<file path="src/rtl/mips_inst_encoder.sv">
// -----------------------------------------------------------------------------
// mips_inst_encoder
//
// Turns symbolic instruction descriptors into 32-bit MIPS words and writes
// them one after another into instruction memory. The boot/test loader uses it
// to fill IM before the CPU is let out of reset. It covers exactly the
// instruction set that the CPU decoder understands.
//
// Ports:
//   clk, rstn         clock (rising edge), asynchronous active-low reset
//   start             one-cycle pulse that begins or restarts a load session
//   in_valid/in_ready descriptor stream handshake
//   in_op             symbolic opcode (0..25 legal, 26..31 illegal)
//   in_rs/rt/rd/shamt register and shift-amount fields
//   in_imm            imm26 for J/JAL; bits [15:0] are imm16 for I-type
//   in_last           the descriptor is the final one of the session
//   im_we/im_addr/im_wdata  IM write port (byte address, one-cycle strobe)
//   busy, done        FSM is in LOAD / DONE
//   err               sticky: an illegal op was accepted this session
//   full              sticky: DEPTH words were written without in_last
//   count             number of words written this session
//
// Handshake: a descriptor transfers on a rising edge where in_valid and
// in_ready are both high. in_valid must not depend on in_ready. in_ready is
// high only in LOAD while count < DEPTH. start on the same edge wins over a
// transfer, and that descriptor is dropped.
//
// BASE_ADDR must be a multiple of 4.
// -----------------------------------------------------------------------------
module mips_inst_encoder #(
    parameter int                 ADDR_W    = 32,
    parameter logic [ADDR_W-1:0]  BASE_ADDR = '0,
    parameter int                 DEPTH     = 1024,
    localparam int                CW        = $clog2(DEPTH + 1)
) (
    input  logic              clk,
    input  logic              rstn,
    input  logic              start,
    input  logic              in_valid,
    output logic              in_ready,
    input  logic [4:0]        in_op,
    input  logic [4:0]        in_rs,
    input  logic [4:0]        in_rt,
    input  logic [4:0]        in_rd,
    input  logic [4:0]        in_shamt,
    input  logic [25:0]       in_imm,
    input  logic              in_last,
    output logic              im_we,
    output logic [ADDR_W-1:0] im_addr,
    output logic [31:0]       im_wdata,
    output logic              busy,
    output logic              done,
    output logic              err,
    output logic              full,
    output logic [CW-1:0]     count
);

    // Symbolic op codes presented on in_op.
    localparam logic [4:0] OP_ADD  = 5'd0;
    localparam logic [4:0] OP_SUB  = 5'd1;
    localparam logic [4:0] OP_AND  = 5'd2;
    localparam logic [4:0] OP_OR   = 5'd3;
    localparam logic [4:0] OP_SLT  = 5'd4;
    localparam logic [4:0] OP_SLTU = 5'd5;
    localparam logic [4:0] OP_ADDU = 5'd6;
    localparam logic [4:0] OP_SUBU = 5'd7;
    localparam logic [4:0] OP_SLL  = 5'd8;
    localparam logic [4:0] OP_SRL  = 5'd9;
    localparam logic [4:0] OP_SRA  = 5'd10;
    localparam logic [4:0] OP_SLLV = 5'd11;
    localparam logic [4:0] OP_SRLV = 5'd12;
    localparam logic [4:0] OP_SRAV = 5'd13;
    localparam logic [4:0] OP_XOR  = 5'd14;
    localparam logic [4:0] OP_NOR  = 5'd15;
    localparam logic [4:0] OP_JR   = 5'd16;
    localparam logic [4:0] OP_JALR = 5'd17;
    localparam logic [4:0] OP_ADDI = 5'd18;
    localparam logic [4:0] OP_ORI  = 5'd19;
    localparam logic [4:0] OP_LW   = 5'd20;
    localparam logic [4:0] OP_SW   = 5'd21;
    localparam logic [4:0] OP_BEQ  = 5'd22;
    localparam logic [4:0] OP_BNE  = 5'd23;
    localparam logic [4:0] OP_J    = 5'd24;
    localparam logic [4:0] OP_JAL  = 5'd25;

    // MIPS primary opcodes (the same values the CPU control decoder uses).
    localparam logic [5:0] OPC_RTYPE = 6'h00;
    localparam logic [5:0] OPC_J     = 6'h02;
    localparam logic [5:0] OPC_JAL   = 6'h03;
    localparam logic [5:0] OPC_BEQ   = 6'h04;
    localparam logic [5:0] OPC_BNE   = 6'h05;
    localparam logic [5:0] OPC_ADDI  = 6'h08;
    localparam logic [5:0] OPC_ORI   = 6'h0D;
    localparam logic [5:0] OPC_LW    = 6'h23;
    localparam logic [5:0] OPC_SW    = 6'h2B;

    // R-type funct codes.
    localparam logic [5:0] FN_SLL  = 6'h00;
    localparam logic [5:0] FN_SRL  = 6'h02;
    localparam logic [5:0] FN_SRA  = 6'h03;
    localparam logic [5:0] FN_SLLV = 6'h04;
    localparam logic [5:0] FN_SRLV = 6'h06;
    localparam logic [5:0] FN_SRAV = 6'h07;
    localparam logic [5:0] FN_JR   = 6'h08;
    localparam logic [5:0] FN_JALR = 6'h09;
    localparam logic [5:0] FN_ADD  = 6'h20;
    localparam logic [5:0] FN_ADDU = 6'h21;
    localparam logic [5:0] FN_SUB  = 6'h22;
    localparam logic [5:0] FN_SUBU = 6'h23;
    localparam logic [5:0] FN_AND  = 6'h24;
    localparam logic [5:0] FN_OR   = 6'h25;
    localparam logic [5:0] FN_XOR  = 6'h26;
    localparam logic [5:0] FN_NOR  = 6'h27;
    localparam logic [5:0] FN_SLT  = 6'h2A;
    localparam logic [5:0] FN_SLTU = 6'h2B;

    typedef enum logic [1:0] {
        IDLE = 2'd0,
        LOAD = 2'd1,
        DONE = 2'd2
    } state_t;

    state_t            state_q, state_d;
    logic [ADDR_W-1:0] next_addr_q;
    logic [CW-1:0]     count_q;
    logic [CW-1:0]     count_inc;
    logic              accept;
    logic              fills;
    logic [31:0]       enc_word;
    logic              enc_legal;

    // ------------------------------------------------------------------
    // Combinational encoder: every field not used by the format is forced
    // to zero so stray descriptor bits never leak into the word.
    // ------------------------------------------------------------------
    always_comb begin
        enc_word  = 32'h0;
        enc_legal = 1'b1;
        case (in_op)
            OP_ADD:  enc_word = {OPC_RTYPE, in_rs, in_rt, in_rd, 5'b0, FN_ADD};
            OP_SUB:  enc_word = {OPC_RTYPE, in_rs, in_rt, in_rd, 5'b0, FN_SUB};
            OP_AND:  enc_word = {OPC_RTYPE, in_rs, in_rt, in_rd, 5'b0, FN_AND};
            OP_OR:   enc_word = {OPC_RTYPE, in_rs, in_rt, in_rd, 5'b0, FN_OR};
            OP_SLT:  enc_word = {OPC_RTYPE, in_rs, in_rt, in_rd, 5'b0, FN_SLT};
            OP_SLTU: enc_word = {OPC_RTYPE, in_rs, in_rt, in_rd, 5'b0, FN_SLTU};
            OP_ADDU: enc_word = {OPC_RTYPE, in_rs, in_rt, in_rd, 5'b0, FN_ADDU};
            OP_SUBU: enc_word = {OPC_RTYPE, in_rs, in_rt, in_rd, 5'b0, FN_SUBU};
            OP_XOR:  enc_word = {OPC_RTYPE, in_rs, in_rt, in_rd, 5'b0, FN_XOR};
            OP_NOR:  enc_word = {OPC_RTYPE, in_rs, in_rt, in_rd, 5'b0, FN_NOR};
            // Constant shifts take the amount from shamt; rs is unused.
            OP_SLL:  enc_word = {OPC_RTYPE, 5'b0, in_rt, in_rd, in_shamt, FN_SLL};
            OP_SRL:  enc_word = {OPC_RTYPE, 5'b0, in_rt, in_rd, in_shamt, FN_SRL};
            OP_SRA:  enc_word = {OPC_RTYPE, 5'b0, in_rt, in_rd, in_shamt, FN_SRA};
            // Variable shifts take the amount from rs; shamt is unused.
            OP_SLLV: enc_word = {OPC_RTYPE, in_rs, in_rt, in_rd, 5'b0, FN_SLLV};
            OP_SRLV: enc_word = {OPC_RTYPE, in_rs, in_rt, in_rd, 5'b0, FN_SRLV};
            OP_SRAV: enc_word = {OPC_RTYPE, in_rs, in_rt, in_rd, 5'b0, FN_SRAV};
            OP_JR:   enc_word = {OPC_RTYPE, in_rs, 15'b0, FN_JR};
            OP_JALR: enc_word = {OPC_RTYPE, in_rs, 5'b0, in_rd, 5'b0, FN_JALR};
            OP_ADDI: enc_word = {OPC_ADDI, in_rs, in_rt, in_imm[15:0]};
            OP_ORI:  enc_word = {OPC_ORI,  in_rs, in_rt, in_imm[15:0]};
            OP_LW:   enc_word = {OPC_LW,   in_rs, in_rt, in_imm[15:0]};
            OP_SW:   enc_word = {OPC_SW,   in_rs, in_rt, in_imm[15:0]};
            OP_BEQ:  enc_word = {OPC_BEQ,  in_rs, in_rt, in_imm[15:0]};
            OP_BNE:  enc_word = {OPC_BNE,  in_rs, in_rt, in_imm[15:0]};
            OP_J:    enc_word = {OPC_J,   in_imm};
            OP_JAL:  enc_word = {OPC_JAL, in_imm};
            default: enc_legal = 1'b0;
        endcase
    end

    // ------------------------------------------------------------------
    // Handshake and session bookkeeping
    // ------------------------------------------------------------------
    assign in_ready  = (state_q == LOAD) && (count_q < CW'(DEPTH));
    assign accept    = in_valid && in_ready;
    assign count_inc = count_q + 1'b1;
    // This legal accept writes the last word the session can hold.
    assign fills     = enc_legal && (count_inc == CW'(DEPTH));

    // ------------------------------------------------------------------
    // FSM: state register
    // ------------------------------------------------------------------
    always_ff @(posedge clk or negedge rstn) begin
        if (!rstn) begin
            state_q <= IDLE;
        end else begin
            state_q <= state_d;
        end
    end

    // ------------------------------------------------------------------
    // FSM: next state
    // ------------------------------------------------------------------
    always_comb begin
        state_d = state_q;
        if (start) begin
            state_d = LOAD;
        end else if ((state_q == LOAD) && accept) begin
            if (in_last || fills) begin
                state_d = DONE;
            end
        end
    end

    // ------------------------------------------------------------------
    // Datapath: the word is captured on the accepting edge and presented
    // on the IM port for exactly the following cycle. Address and count
    // advance on that same edge so back-to-back accepts land at
    // consecutive addresses with no gaps.
    // ------------------------------------------------------------------
    always_ff @(posedge clk or negedge rstn) begin
        if (!rstn) begin
            im_we       <= 1'b0;
            im_addr     <= BASE_ADDR;
            im_wdata    <= 32'h0;
            next_addr_q <= BASE_ADDR;
            count_q     <= '0;
            err         <= 1'b0;
            full        <= 1'b0;
        end else begin
            im_we <= 1'b0;
            if (start) begin
                next_addr_q <= BASE_ADDR;
                count_q     <= '0;
                err         <= 1'b0;
                full        <= 1'b0;
            end else if (accept) begin
                if (enc_legal) begin
                    im_we       <= 1'b1;
                    im_addr     <= next_addr_q;
                    im_wdata    <= enc_word;
                    next_addr_q <= next_addr_q + ADDR_W'(4);
                    count_q     <= count_inc;
                    // in_last on the filling word is a clean finish, not overflow.
                    if (fills && !in_last) begin
                        full <= 1'b1;
                    end
                end else begin
                    err <= 1'b1;
                end
            end
        end
    end

    assign count = count_q;
    assign busy  = (state_q == LOAD);
    assign done  = (state_q == DONE);

endmodule

</file>
<file path="config.mk">
export PLATFORM = sky130hd
export DESIGN_NAME = mips_inst_encoder
export DESIGN_NICKNAME = d
export VERILOG_FILES = /design/src/rtl/mips_inst_encoder.sv
export SDC_FILE = /design/constraint.sdc
export NUM_CORES = 1
export LEC_CHECK = 0
export CAP_MARGIN = 20
export CELL_PAD_IN_SITES_DETAIL_PLACEMENT = 1
export CELL_PAD_IN_SITES_GLOBAL_PLACEMENT = 1
export CORE_ASPECT_RATIO = 1.75
export CORE_MARGIN = 2
export CORE_UTILIZATION = 30
export DETAILED_ROUTE_END_ITERATION = 10
export GPL_ROUTABILITY_DRIVEN = 0
export PLACE_DENSITY = 0.71
export REMOVE_ABC_BUFFERS = 1
export SYNTH_ARGS = -nofsm -noshare
export SYNTH_HDL_FRONTEND = slang
export SYNTH_SLANG_ARGS = --single-unit
</file>
<file path="constraint.sdc">
create_clock -name clk -period 2.73 [get_ports clk]
set_clock_uncertainty 0.15 [all_clocks]
set_input_delay 0.4095 -clock clk [delete_from_list [all_inputs] [get_ports clk]]
set_output_delay 0.4095 -clock clk [all_outputs]
set_load 0.03 [all_outputs]
</file>
==> results of run 1 <==
==> how the worst max path moves through the flow <==
stage	start	endpoint	slack [ns]	depth (start not counted)
4_1_cts	state_q[0]	in_ready	0.37	3
6_report	in_op[1]	im_wdata[11]	0.38	6
3_5_place_dp	in_op[1]	im_wdata[11]	0.03	6
5_1_grt	in_op[3]	im_wdata[7]	0.20	7
3_3_place_gp	in_valid	next_addr_q[31]	0.15	6
2_1_floorplan	count[10]	im_wdata[3]	-1.24	4
==> synthesized netlist by cell type (2+ instances only) <==
| cell | n |
|---|---|
| sky130_fd_sc_hd__a211oi_1 | 2 |
| sky130_fd_sc_hd__a21oi_1 | 17 |
| sky130_fd_sc_hd__a221oi_1 | 10 |
| sky130_fd_sc_hd__a22oi_1 | 11 |
| sky130_fd_sc_hd__a31oi_1 | 4 |
| sky130_fd_sc_hd__and3_1 | 3 |
| sky130_fd_sc_hd__and3_2 | 2 |
| sky130_fd_sc_hd__and4_1 | 6 |
| sky130_fd_sc_hd__buf_1 | 3 |
| sky130_fd_sc_hd__buf_2 | 5 |
| sky130_fd_sc_hd__buf_4 | 3 |
| sky130_fd_sc_hd__clkbuf_1 | 27 |
| sky130_fd_sc_hd__dfrtp_1 | 107 |
| sky130_fd_sc_hd__ha_1 | 3 |
| sky130_fd_sc_hd__inv_1 | 10 |
| sky130_fd_sc_hd__mux2i_1 | 2 |
| sky130_fd_sc_hd__nand2_1 | 129 |
| sky130_fd_sc_hd__nand2b_1 | 5 |
| sky130_fd_sc_hd__nand3_1 | 20 |
| sky130_fd_sc_hd__nand4_1 | 5 |
| sky130_fd_sc_hd__nor2_1 | 68 |
| sky130_fd_sc_hd__nor2b_1 | 5 |
| sky130_fd_sc_hd__nor3_1 | 10 |
| sky130_fd_sc_hd__nor3b_1 | 2 |
| sky130_fd_sc_hd__nor4_1 | 6 |
| sky130_fd_sc_hd__nor4b_1 | 3 |
| sky130_fd_sc_hd__o21a_1 | 2 |
| sky130_fd_sc_hd__o21ai_0 | 30 |
| sky130_fd_sc_hd__o31ai_1 | 4 |
| sky130_fd_sc_hd__o41ai_1 | 2 |
| sky130_fd_sc_hd__or2_2 | 3 |
| sky130_fd_sc_hd__or3_1 | 4 |
| sky130_fd_sc_hd__or3_2 | 2 |
| sky130_fd_sc_hd__xnor2_1 | 30 |
| sky130_fd_sc_hd__xor2_1 | 12 |
==> per-stage QoR <==
stage | util [%] | cells | total power, mW | TNS (ns)
detailed placement | 40.1 | 931 | 2.78 | 0
global placement | 40.1 | 931 | 2.74 | 0
finish | 42.1 | 948 | 4.23 | 0
floorplan | - | 545 | 2.25 | -45.27
global route | 42.1 | 948 | 4.42 | 0
CTS | 42.1 | 948 | 4.29 | 0
==> metal layers <==
layer	routed length (um)	vias up	track usage (%)
met1	6110	2316	18.6
met2	8880	101	34.3
met4	424	0	6.98
li1	-	2229	-
met5	0	-	0
met3	585	26	3.09
==> where the power goes <==
group          total (mW)  internal, mW  switching, mW
sequential           1.78          1.70         0.0818
combinational       0.948         0.396          0.552
clock                1.50         0.901          0.598
total                4.23          3.00           1.23
==> state kept, by name, summed over array words and instances, names as in the netlist <==
name / cells
im_wdata: 31
im_addr: 30
next_addr_q: 30
count: 11
state_q: 2
err: 1
full: 1
im_we: 1
==> final cells by class <==
type | count | area (um2)
clock inverter | 6 | 113
tap | 231 | 289
fill | 2030 | 10000
multi-input combinational | 427 | 2380
sequential | 107 | 2680
clock buffer | 10 | 229
inverter | 11 | 41.3
timing repair buffer | 156 | 1550
==> tightest hold or removal path, cell delays in order (launching register included) <==
cell                      delay, ns
sky130_fd_sc_hd__dfrtp_1       0.34
sky130_fd_sc_hd__nand2_1       0.05
sky130_fd_sc_hd__nand2_1       0.05
==> timing repair <==
action,in CTS,in global routing
hold buffers,1,0
hold endpoints to repair,34,0
resized for setup,0,0
==> cell families after synthesis <==
kind of cell,count (synthesis),share of synthesized area [%]
AND/OR/NAND/NOR,282,25.1
flip-flops,107,51.0
AO/OA/AOI/OAI,94,11.7
buffers and inverters,49,3.84
XOR/XNOR,42,7.01
adder cells (fa/ha/maj),3,0.715
multiplexers,3,0.596
other,1,0.0715
==> summary.txt, run 1 <==
Clock tree
  – Clock slew at the register clock pins of the worst setup and hold paths: 0.07 ns
  – Total clock buffers created by CTS: 9
  – Root Driver: sky130_fd_sc_hd__clkbuf_16
  – Buffer count from post-CTS setup fixing: 0
  – Number of H-tree branching levels: 3
  – Clock sinks: 107
  – Worst skew pair latency: 0.35 ns
  – TritonCTS clock tree: yes
  – Maximum count of clock buffers along a single path: 2

Run status
  – Status: completed

Routing
  – Antenna viol nets, final: 0
  – Number of iterations in the first detailed-routing pass: 6
  – Post-detailed-route wirelength per cell: 16.9 um
  – Drt drc: 0
  – Final wirelength: 16000 um
  – Vias per cell: 4.93
  – Vias: 4672
  – Detailed router's first-iteration violation count: 124

Layout
  – Share of post-route cells with drive strength above 1: 7.67%
  – Most common cell after layout, fill and taps aside: sky130_fd_sc_hd__clkdlybuf4s50_1
  – Final-stage net count: 771
  – Leading cell types in the layout, fill and taps excluded: sky130_fd_sc_hd__clkdlybuf4s50_1 (132), sky130_fd_sc_hd__nand2_1 (129), sky130_fd_sc_hd__dfrtp_1 (107)
  – Area growth from synthesis to layout: 38.7%
  – Post-layout instance area: 7280 um2
  – Number of diodes: 0

STA
  – Final worst-path cycle share: 86.3%
  – Relative max-transition margin: 48.1%
  – Hold Worst Slack: 0.322 ns
  – Number of max-slew violations in the final report: 0
  – Final setup violation count: 0
  – Maximum clock frequency: 425 MHz
  – Setup repair after global routing missed its margin: false
  – Hold Fails Final Rpt: 0
  – Crit path setup slack, layout: 0.375 ns
  – Transition time at the pin with the least slew margin: 0.777 ns
  – Tmin final: 2.35 ns

Die
  – Site row count: 64
  – Die area: 18600 um2
  – Core outline area: 17300 um2
  – Height of the die: 179 um
  – Total I/O pin count: 137
  – Horiz. Die Dim: 104 um
  – Initial standard-cell utilization of the core: 30.3%

Power and ir drop
  – Pwr per Cell Area: 581 nW/um2
  – Worst voltage drop across the vdd grid: 0.253 mV
  – Reported leakage power: 3.11 nW

Yosys
  – Proportion of synthesized chip area in sequential cells: 51.0%
  – Cell taking the most area after synthesis: sky130_fd_sc_hd__dfrtp_1
  – Flop and latch count out of synthesis: 107
  – Share of flip-flops with an asynchronous set or reset: 100%
  – Area of the mapped netlist: 5250 um2
  – Dominant synthesized flop cell: sky130_fd_sc_hd__dfrtp_1
  – Number of flops mapped to enable cells by yosys: 0
  – Leading cell types by total area after synthesis: sky130_fd_sc_hd__dfrtp_1 (51%), sky130_fd_sc_hd__nand2_1 (9.2%), sky130_fd_sc_hd__xnor2_1 (5.0%)
  – Top cell type's share of synthesized area: 51.0%
  – Average instance area after synthesis: 9.03 um2
  – Post-Syn Instances: 581
  – Post-synthesis cell type count: 59
  – Ys Warns: 0

Worst setup path
  – Critical Path Slowest Stage Cell: sky130_fd_sc_hd__o21ai_0
  – Nature of the critical path startpoint: input pin
  – Register-to-register path setup slack: 0.53 ns
  – Critical path cell sequence: clkdlybuf4s50_1, buf_4, or2_2, o21ai_0, a221oi_1, nor2_1
  – Top cell family by delay on the critical path: compound AO/OA/AOI/OAI gates
  – Data arrival time at the worst-slack endpoint: 2.46 ns
  – R2R Path Start: count[10]
  – Largest incremental delay on the critical path: 0.58 ns
  – Worst Setup End Kind: flip-flop
  – Crit path buffers/inverters: 2
  – Critical R2R Capture: count[9]
  – WP data required: 2.84 ns
  – Maximum fanout along the worst path: 16
  – Worst Reg-to-Reg Cells: 7
  – Crit path kind: input pin to flip-flop

Flow run
  – Number of violations of the max-capacitance limit: 0

Placement
  – Worst setup slack after placement: 0.0303 ns
  – Total of buffers placed on input and output ports: 133
  – Hpwl dp: 12200 um
  – Cell area after placement: 6930 um2

Hold path
  – Worst Hold Path EP: im_wdata[4]
  – WHS Path Cells: 2
  – Kind of path behind the tightest hold check: flip-flop to flip-flop
  – HP Start: im_wdata[4]

Global routing
  – Global-route wire length before repair: 26400 um
  – Pin count of the biggest net entering global routing: 48
  – Gr usage total: 17.6%
  – Global route total overflow: 0
  – Initial antenna violation count: 0
  – Number of global-route vias before repair: 5098
(Power assumes the default switching activity.)
==> run 2: changes to the inputs <==
Settings changed: CORE_MARGIN 2 to unset.
==> run 2 against run 1 <==
  * Combinational power down 1%
  * Clock power decreased by 12%
  * Setup slack improved by 0.014 ns
  * Die area down 3.0%
  * Sequential cell count did not move
==> summary.txt, run 2 (same netlist as run 1, synthesis figures left out) <==
Clock tree
  – Buffer count from post-CTS setup fixing: 0 (unchanged)
  – Post_cts resized: 0 (unchanged)
  – Number of H-tree branching levels: 3 (unchanged)
  – Clock slew at the register clock pins of the worst setup and hold paths: 0.08 ns (about the same)
  – Worst skew pair latency: 0.35 ns (about the same)
  – Maximum count of clock buffers along a single path: 2 (unchanged)
  – CTS Hold Buffers Added: 1 (unchanged)
  – Root Driver: sky130_fd_sc_hd__clkbuf_16
  – Clock sinks: 107 (unchanged)
  – Total clock buffers created by CTS: 9 (unchanged)
  – TritonCTS clock tree: yes

Worst setup path
  – Critical R2R Capture: count[9]
  – Critical Path Source: state_q[0]
  – Nature of the critical path startpoint: flip-flop
  – WP data required: 2.17 ns (-0.67 ns)
  – Register-to-register path setup slack: 0.51 ns (-0.02 ns)
  – R2R Path Start: count[10]
  – Data arrival time at the worst-slack endpoint: 1.78 ns (-0.68 ns)
  – Crit path kind: flip-flop to output port
  – Maximum fanout along the worst path: 5 (-11)
  – Worst Reg-to-Reg Cells: 7 (unchanged)
  – Worst Setup End Kind: output port

Routing
  – Met2 wire length: 8460 um (-4.7%)
  – Met3 Wirelength: 547 um (-6.5%)
  – Post-detailed-route wirelength per cell: 16.4 um (-3.1%)
  – Top Metal Used: met4
  – Final wirelength: 15400 um (-3.9%)
  – Drt drc: 0 (unchanged)
  – Antenna viol nets, final: 0 (unchanged)
  – M1 WL: 6000 um (-1.7%)
  – Number of iterations in the first detailed-routing pass: 4 (-2)
  – Vias per cell: 4.99 (+1.2%)
  – Detailed router's first-iteration violation count: 122 (-1.6%)
  – Vias: 4686 (+0.30%)

Layout
  – Multi-input logic area: 2380 um2 (unchanged)
  – Leading cell types in the layout, fill and taps excluded: sky130_fd_sc_hd__clkdlybuf4s50_1 (131), sky130_fd_sc_hd__nand2_1 (129), sky130_fd_sc_hd__dfrtp_1 (107)
  – Register with the most flip-flops: im_wdata
  – Registers with the most flip-flops: im_wdata: 31 flops, im_addr: 30 flops, next_addr_q: 30 flops
  – Share of post-route cells with drive strength above 1: 7.43% (-0.24 points)
  – Filler cell count: 1999 (-1.5%)
  – Largest register FFs: 31 (unchanged)
  – Sequential cell area: 2680 um2 (unchanged)
  – Number of diodes: 0 (unchanged)
  – Number of non-filler instances in the completed layout: 940 (-0.84%)
  – Most common cell after layout, fill and taps aside: sky130_fd_sc_hd__clkdlybuf4s50_1
  – Final-stage net count: 767 (-0.52%)
  – Area growth from synthesis to layout: 37.0%

Die
  – Site row count: 63 (-1.6%)
  – Total I/O pin count: 137 (unchanged)
  – Core outline area: 17000 um2 (-1.6%)
  – Die area: 18000 um2 (-3.0%)
  – Height of the die: 177 um (-1.1%)
  – Initial standard-cell utilization of the core: 30.8% (+0.48 points)
  – Horiz. Die Dim: 102 um (-1.9%)

Global routing
  – Number of global-route vias before repair: 5066 (-0.63%)
  – Initial antenna violation count: 0 (unchanged)
  – Pin count of the biggest net entering global routing: 68 (+42%)
  – Global-route wire length before repair: 25300 um (-4.1%)
  – Global route total overflow: 0 (unchanged)
  – Gr usage total: 18.1% (+0.43 points)

Power and ir drop
  – Worst voltage drop across the vdd grid: 0.344 mV (+36%)
  – Pwr per Cell Area: 562 nW/um2 (-3.3%)
  – Reported leakage power: 3.07 nW (-1.4%)

STA
  – Transition time at the pin with the least slew margin: 0.789 ns (+0.0120 ns)
  – Number of max-slew violations in the final report: 0 (unchanged)
  – Final worst-path cycle share: 85.7% (-0.53 points)
  – Maximum clock frequency: 427 MHz (+0.61%)
  – Crit path setup slack, layout: 0.389 ns (+0.0143 ns)
  – Final setup violation count: 0 (unchanged)
  – Hold Fails Final Rpt: 0 (unchanged)
  – Setup repair after global routing missed its margin: false
  – Relative max-transition margin: 47.3% (-0.80 points)
  – Tmin final: 2.34 ns (-0.0143 ns)

Placement
  – # placed instances: 923 (-0.86%)
  – Hpwl dp: 11500 um (-5.3%)
  – Worst setup slack after placement: 0.0763 ns (+0.0459 ns)
  – Total of buffers placed on input and output ports: 133 (unchanged)

Flow run
  – Number of violations of the max-capacitance limit: 0 (unchanged)

Run status
  – Status: completed

Hold path
  – Kind of path behind the tightest hold check: input pin to async pin
[run 2: power by group]
part,internal (mW),total (mW),switching (mW)
combinational,0.390,0.936,0.546
sequential,1.70,1.78,0.0801
clock,0.718,1.32,0.602
total,2.81,4.04,1.23
[run 2: worst max-delay path by stage]
stage	endpoint	slack [ns]
floorplan	im_wdata[3]	-1.24
global placement	next_addr_q[31]	0.15
detailed placement	im_wdata[12]	0.08
CTS	in_ready	0.38
global route	in_ready	0.31
finish	in_ready	0.39
[run 2: per-layer routing]
| layer | vias to the layer above | track usage (%) |
|---|---|---|
| met5 | - | 0 |
| met4 | 0 | 6.90 |
| met3 | 24 | 2.88 |
| met2 | 108 | 33.7 |
| met1 | 2323 | 19.9 |
| li1 | 2231 | - |
[run 2: area by class of cell]
type / count / share of cell area [%]
flip-flops and latches: 107 / 37.2
clock buffers: 9 / 3.13
multi-input cells: 427 / 33.1
inverters: 11 / 0.574
clock inverters: 7 / 1.06
well taps: 227 / 3.95
repair buffers: 152 / 21.0
[run 2: critical path, cell delays in order (launching register included)]
cell                              delay, ns
sky130_fd_sc_hd__dfrtp_1               0.41
sky130_fd_sc_hd__nor2b_1               0.19
sky130_fd_sc_hd__nor2b_1               0.15
sky130_fd_sc_hd__clkdlybuf4s50_1       0.68
[run 2: metrics by stage]
stage / cell area [um2] / hold WS (ns) / setup TNS, ns / power, mW / utilization (%)
2_1_floorplan: 5090 / -0.0361 / -45.27 / 2.25 / -
3_3_place_gp: 6880 / 0.128 / 0 / 2.73 / 40.4
3_5_place_dp: 6880 / 0.123 / 0 / 2.77 / 40.4
4_1_cts: 7190 / 0.279 / 0 / 4.12 / 42.2
5_1_grt: 7190 / 0.298 / 0 / 4.23 / 42.2
6_report: 7190 / 0.288 / 0 / 4.04 / 42.2
==> run 3: changes to the inputs <==
Settings changed: CTS_CLUSTER_DIAMETER set to 200, RECOVER_POWER set to 50.
==> run 3 against run 2 <==
  * Largest cell class unchanged
  * Final cell count unchanged
  * Setup slack got worse by 0.084 ns
  * First-iteration DRC count down 1.6%
  * Clock power barely moved
  * Non-clock buffer count unchanged
  * Critical path type is now flip-flop to flip-flop
  * Design area decreased by 0.42%
  * Critical endpoint is now count[9]
  * Global-route usage unchanged
  * Wire length is 0.14% lower
==> summary.txt, run 3 (same netlist as run 1, synthesis figures left out) <==
Clock tree
  – Clock sinks: 107 (unchanged)
  – Root Driver: sky130_fd_sc_hd__clkbuf_16
  – Number of H-tree branching levels: 3 (unchanged)
  – Clock slew at the register clock pins of the worst setup and hold paths: 0.08 ns (about the same)
  – TritonCTS clock tree: yes
  – Maximum count of clock buffers along a single path: 2 (unchanged)
  – Worst skew pair latency: 0.35 ns (about the same)
  – Buffer count from post-CTS setup fixing: 0 (unchanged)
  – CTS Hold Buffers Added: 1 (unchanged)
  – Post_cts resized: 0 (unchanged)
  – Total clock buffers created by CTS: 9 (unchanged)

Global routing
  – Global-route wire length before repair: 25300 um (unchanged)
  – Pin count of the biggest net entering global routing: 68 (unchanged)
  – Global route total overflow: 0 (unchanged)
  – Number of global-route vias before repair: 5066 (unchanged)
  – Initial antenna violation count: 0 (unchanged)
  – Gr usage total: 18.1% (unchanged)

Die
  – Total I/O pin count: 137 (unchanged)
  – Horiz. Die Dim: 102 um (unchanged)
  – Initial standard-cell utilization of the core: 30.8% (unchanged)
  – Die area: 18000 um2 (unchanged)
  – Site row count: 63 (unchanged)
  – Height of the die: 177 um (unchanged)
  – Core outline area: 17000 um2 (unchanged)

STA
  – Final setup violation count: 0 (unchanged)
  – Tmin final: 2.42 ns (+0.0843 ns)
  – Relative max-transition margin: 37.4% (-9.8 points)
  – Maximum clock frequency: 412 MHz (-3.5%)
  – Final worst-path cycle share: 88.8% (+3.1 points)
  – Hold Fails Final Rpt: 0 (unchanged)
  – Post-route setup TNS: 0 ns (unchanged)
  – Setup repair after global routing missed its margin: false
  – Hold Worst Slack: 0.324 ns (+0.0353 ns)
  – Number of max-slew violations in the final report: 0 (unchanged)
  – Transition time at the pin with the least slew margin: 0.938 ns (+0.149 ns)
  – Crit path setup slack, layout: 0.305 ns (-0.0843 ns)

Worst setup path
  – Maximum fanout along the worst path: 7 (+2)
  – Data arrival time at the worst-slack endpoint: 2.51 ns (+0.73 ns)
  – Worst Reg-to-Reg Cells: 7 (unchanged)
  – R2R Path Start: count[10]
  – Critical Path Source: count[10]
  – Nature of the critical path startpoint: flip-flop
  – Worst Setup End Kind: flip-flop
  – WP data required: 2.82 ns (+0.65 ns)
  – Crit path kind: flip-flop to flip-flop

Layout
  – Leading cell types in the layout, fill and taps excluded: sky130_fd_sc_hd__nand2_1 (129), sky130_fd_sc_hd__dfrtp_1 (107), sky130_fd_sc_hd__clkdlybuf4s50_1 (106)
  – Post-layout instance area: 7160 um2 (-0.42%)
  – Number of diodes: 0 (unchanged)
  – Area growth from synthesis to layout: 36.4%
  – Register with the most flip-flops: im_wdata
  – Number of non-filler instances in the completed layout: 940 (unchanged)
  – Most common cell after layout, fill and taps aside: sky130_fd_sc_hd__nand2_1
  – Share of post-route cells with drive strength above 1: 6.73% (-0.70 points)
  – Final core area utilization: 42.0% (-0.18 points)
  – Registers with the most flip-flops: im_wdata: 31 flops, im_addr: 30 flops, next_addr_q: 30 flops
  – Largest register FFs: 31 (unchanged)
  – Final-stage net count: 767 (unchanged)

Power and ir drop
  – Total power consumption of the routed design: 4.01 mW (-0.70%)
  – Worst voltage drop across the vdd grid: 0.344 mV (about the same)
  – Pwr per Cell Area: 560 nW/um2 (-0.29%)
  – Reported leakage power: 3.10 nW (+1.2%)

Routing
  – Antenna viol nets, final: 0 (unchanged)
  – Post-detailed-route wirelength per cell: 16.3 um (-0.14%)
  – Number of iterations in the first detailed-routing pass: 4 (unchanged)
  – Vias: 4676 (-0.21%)
  – Drt drc: 0 (unchanged)
  – Final wirelength: 15400 um (-0.14%)
  – Vias per cell: 4.97 (-0.21%)
  – Detailed router's first-iteration violation count: 120 (-1.6%)

Hold path
  – HP Start: im_addr[22]
  – Kind of path behind the tightest hold check: flip-flop to flip-flop
  – WHS Path Cells: 2

Placement
  – Worst setup slack after placement: 0.0763 ns (unchanged)
  – # placed instances: 923 (unchanged)
  – Hpwl dp: 11500 um (unchanged)
  – Total of buffers placed on input and output ports: 133 (unchanged)
  – Cell area after placement: 6880 um2 (unchanged)

Run status
  – Status: completed

Flow run
  – Number of violations of the max-capacitance limit: 0 (unchanged)
[run 3: changes by cell type in the layout (fill, tap and decap cells not counted), sizes merged]
cell,previous run,this run
buf,20,14
dlygate4sd3,1,26
clkbuf,9,15
clkdlybuf4s50,131,106
[run 3: worst max-delay path, cell delays in order (launching register included)]
cell and delay (ns):
sky130_fd_sc_hd__dfrtp_1 0.47, sky130_fd_sc_hd__and4bb_1 0.44, sky130_fd_sc_hd__clkbuf_1 0.23, sky130_fd_sc_hd__nand2_1 0.21
sky130_fd_sc_hd__clkbuf_1 0.26, sky130_fd_sc_hd__nor3_1 0.31, sky130_fd_sc_hd__xnor2_1 0.16, sky130_fd_sc_hd__nor2_1 0.06
[run 3: final timing paths]
kind                                    end  slack [ns]
worst max-delay path               count[9]        0.31
worst min-delay path            im_addr[22]        0.32
worst max register to register     count[9]        0.31
worst min register to register  im_addr[22]        0.32
max in group asynchronous       im_addr[25]        0.50
min in group asynchronous              full        0.46
[run 3: metal layers]
| layer | GRT usage, % | wire (um) | vias up |
|---|---|---|---|
| li1 | - | - | 2231 |
| met1 | 19.9 | 6030 | 2318 |
| met2 | 33.7 | 8470 | 103 |
| met3 | 2.88 | 511 | 24 |
| met4 | 6.90 | 340 | 0 |
| met5 | 0 | 0 | - |
[run 3: area by class of cell]
| class | instances | area (um2) |
|---|---|---|
| multi-input cells | 427 | 2380 |
| clock inverters | 7 | 76.3 |
| clock buffers | 9 | 225 |
| repair buffers | 152 | 1480 |
| flip-flops and latches | 107 | 2680 |
| well taps | 227 | 284 |
| inverters | 11 | 41.3 |
| fillers | 2002 | 9870 |
[run 3: where the power goes]
part	total, mW	internal, mW	switching [mW]
Sequential	1.78	1.70	0.0775
Combinational	0.911	0.365	0.546
Clock	1.32	0.718	0.602
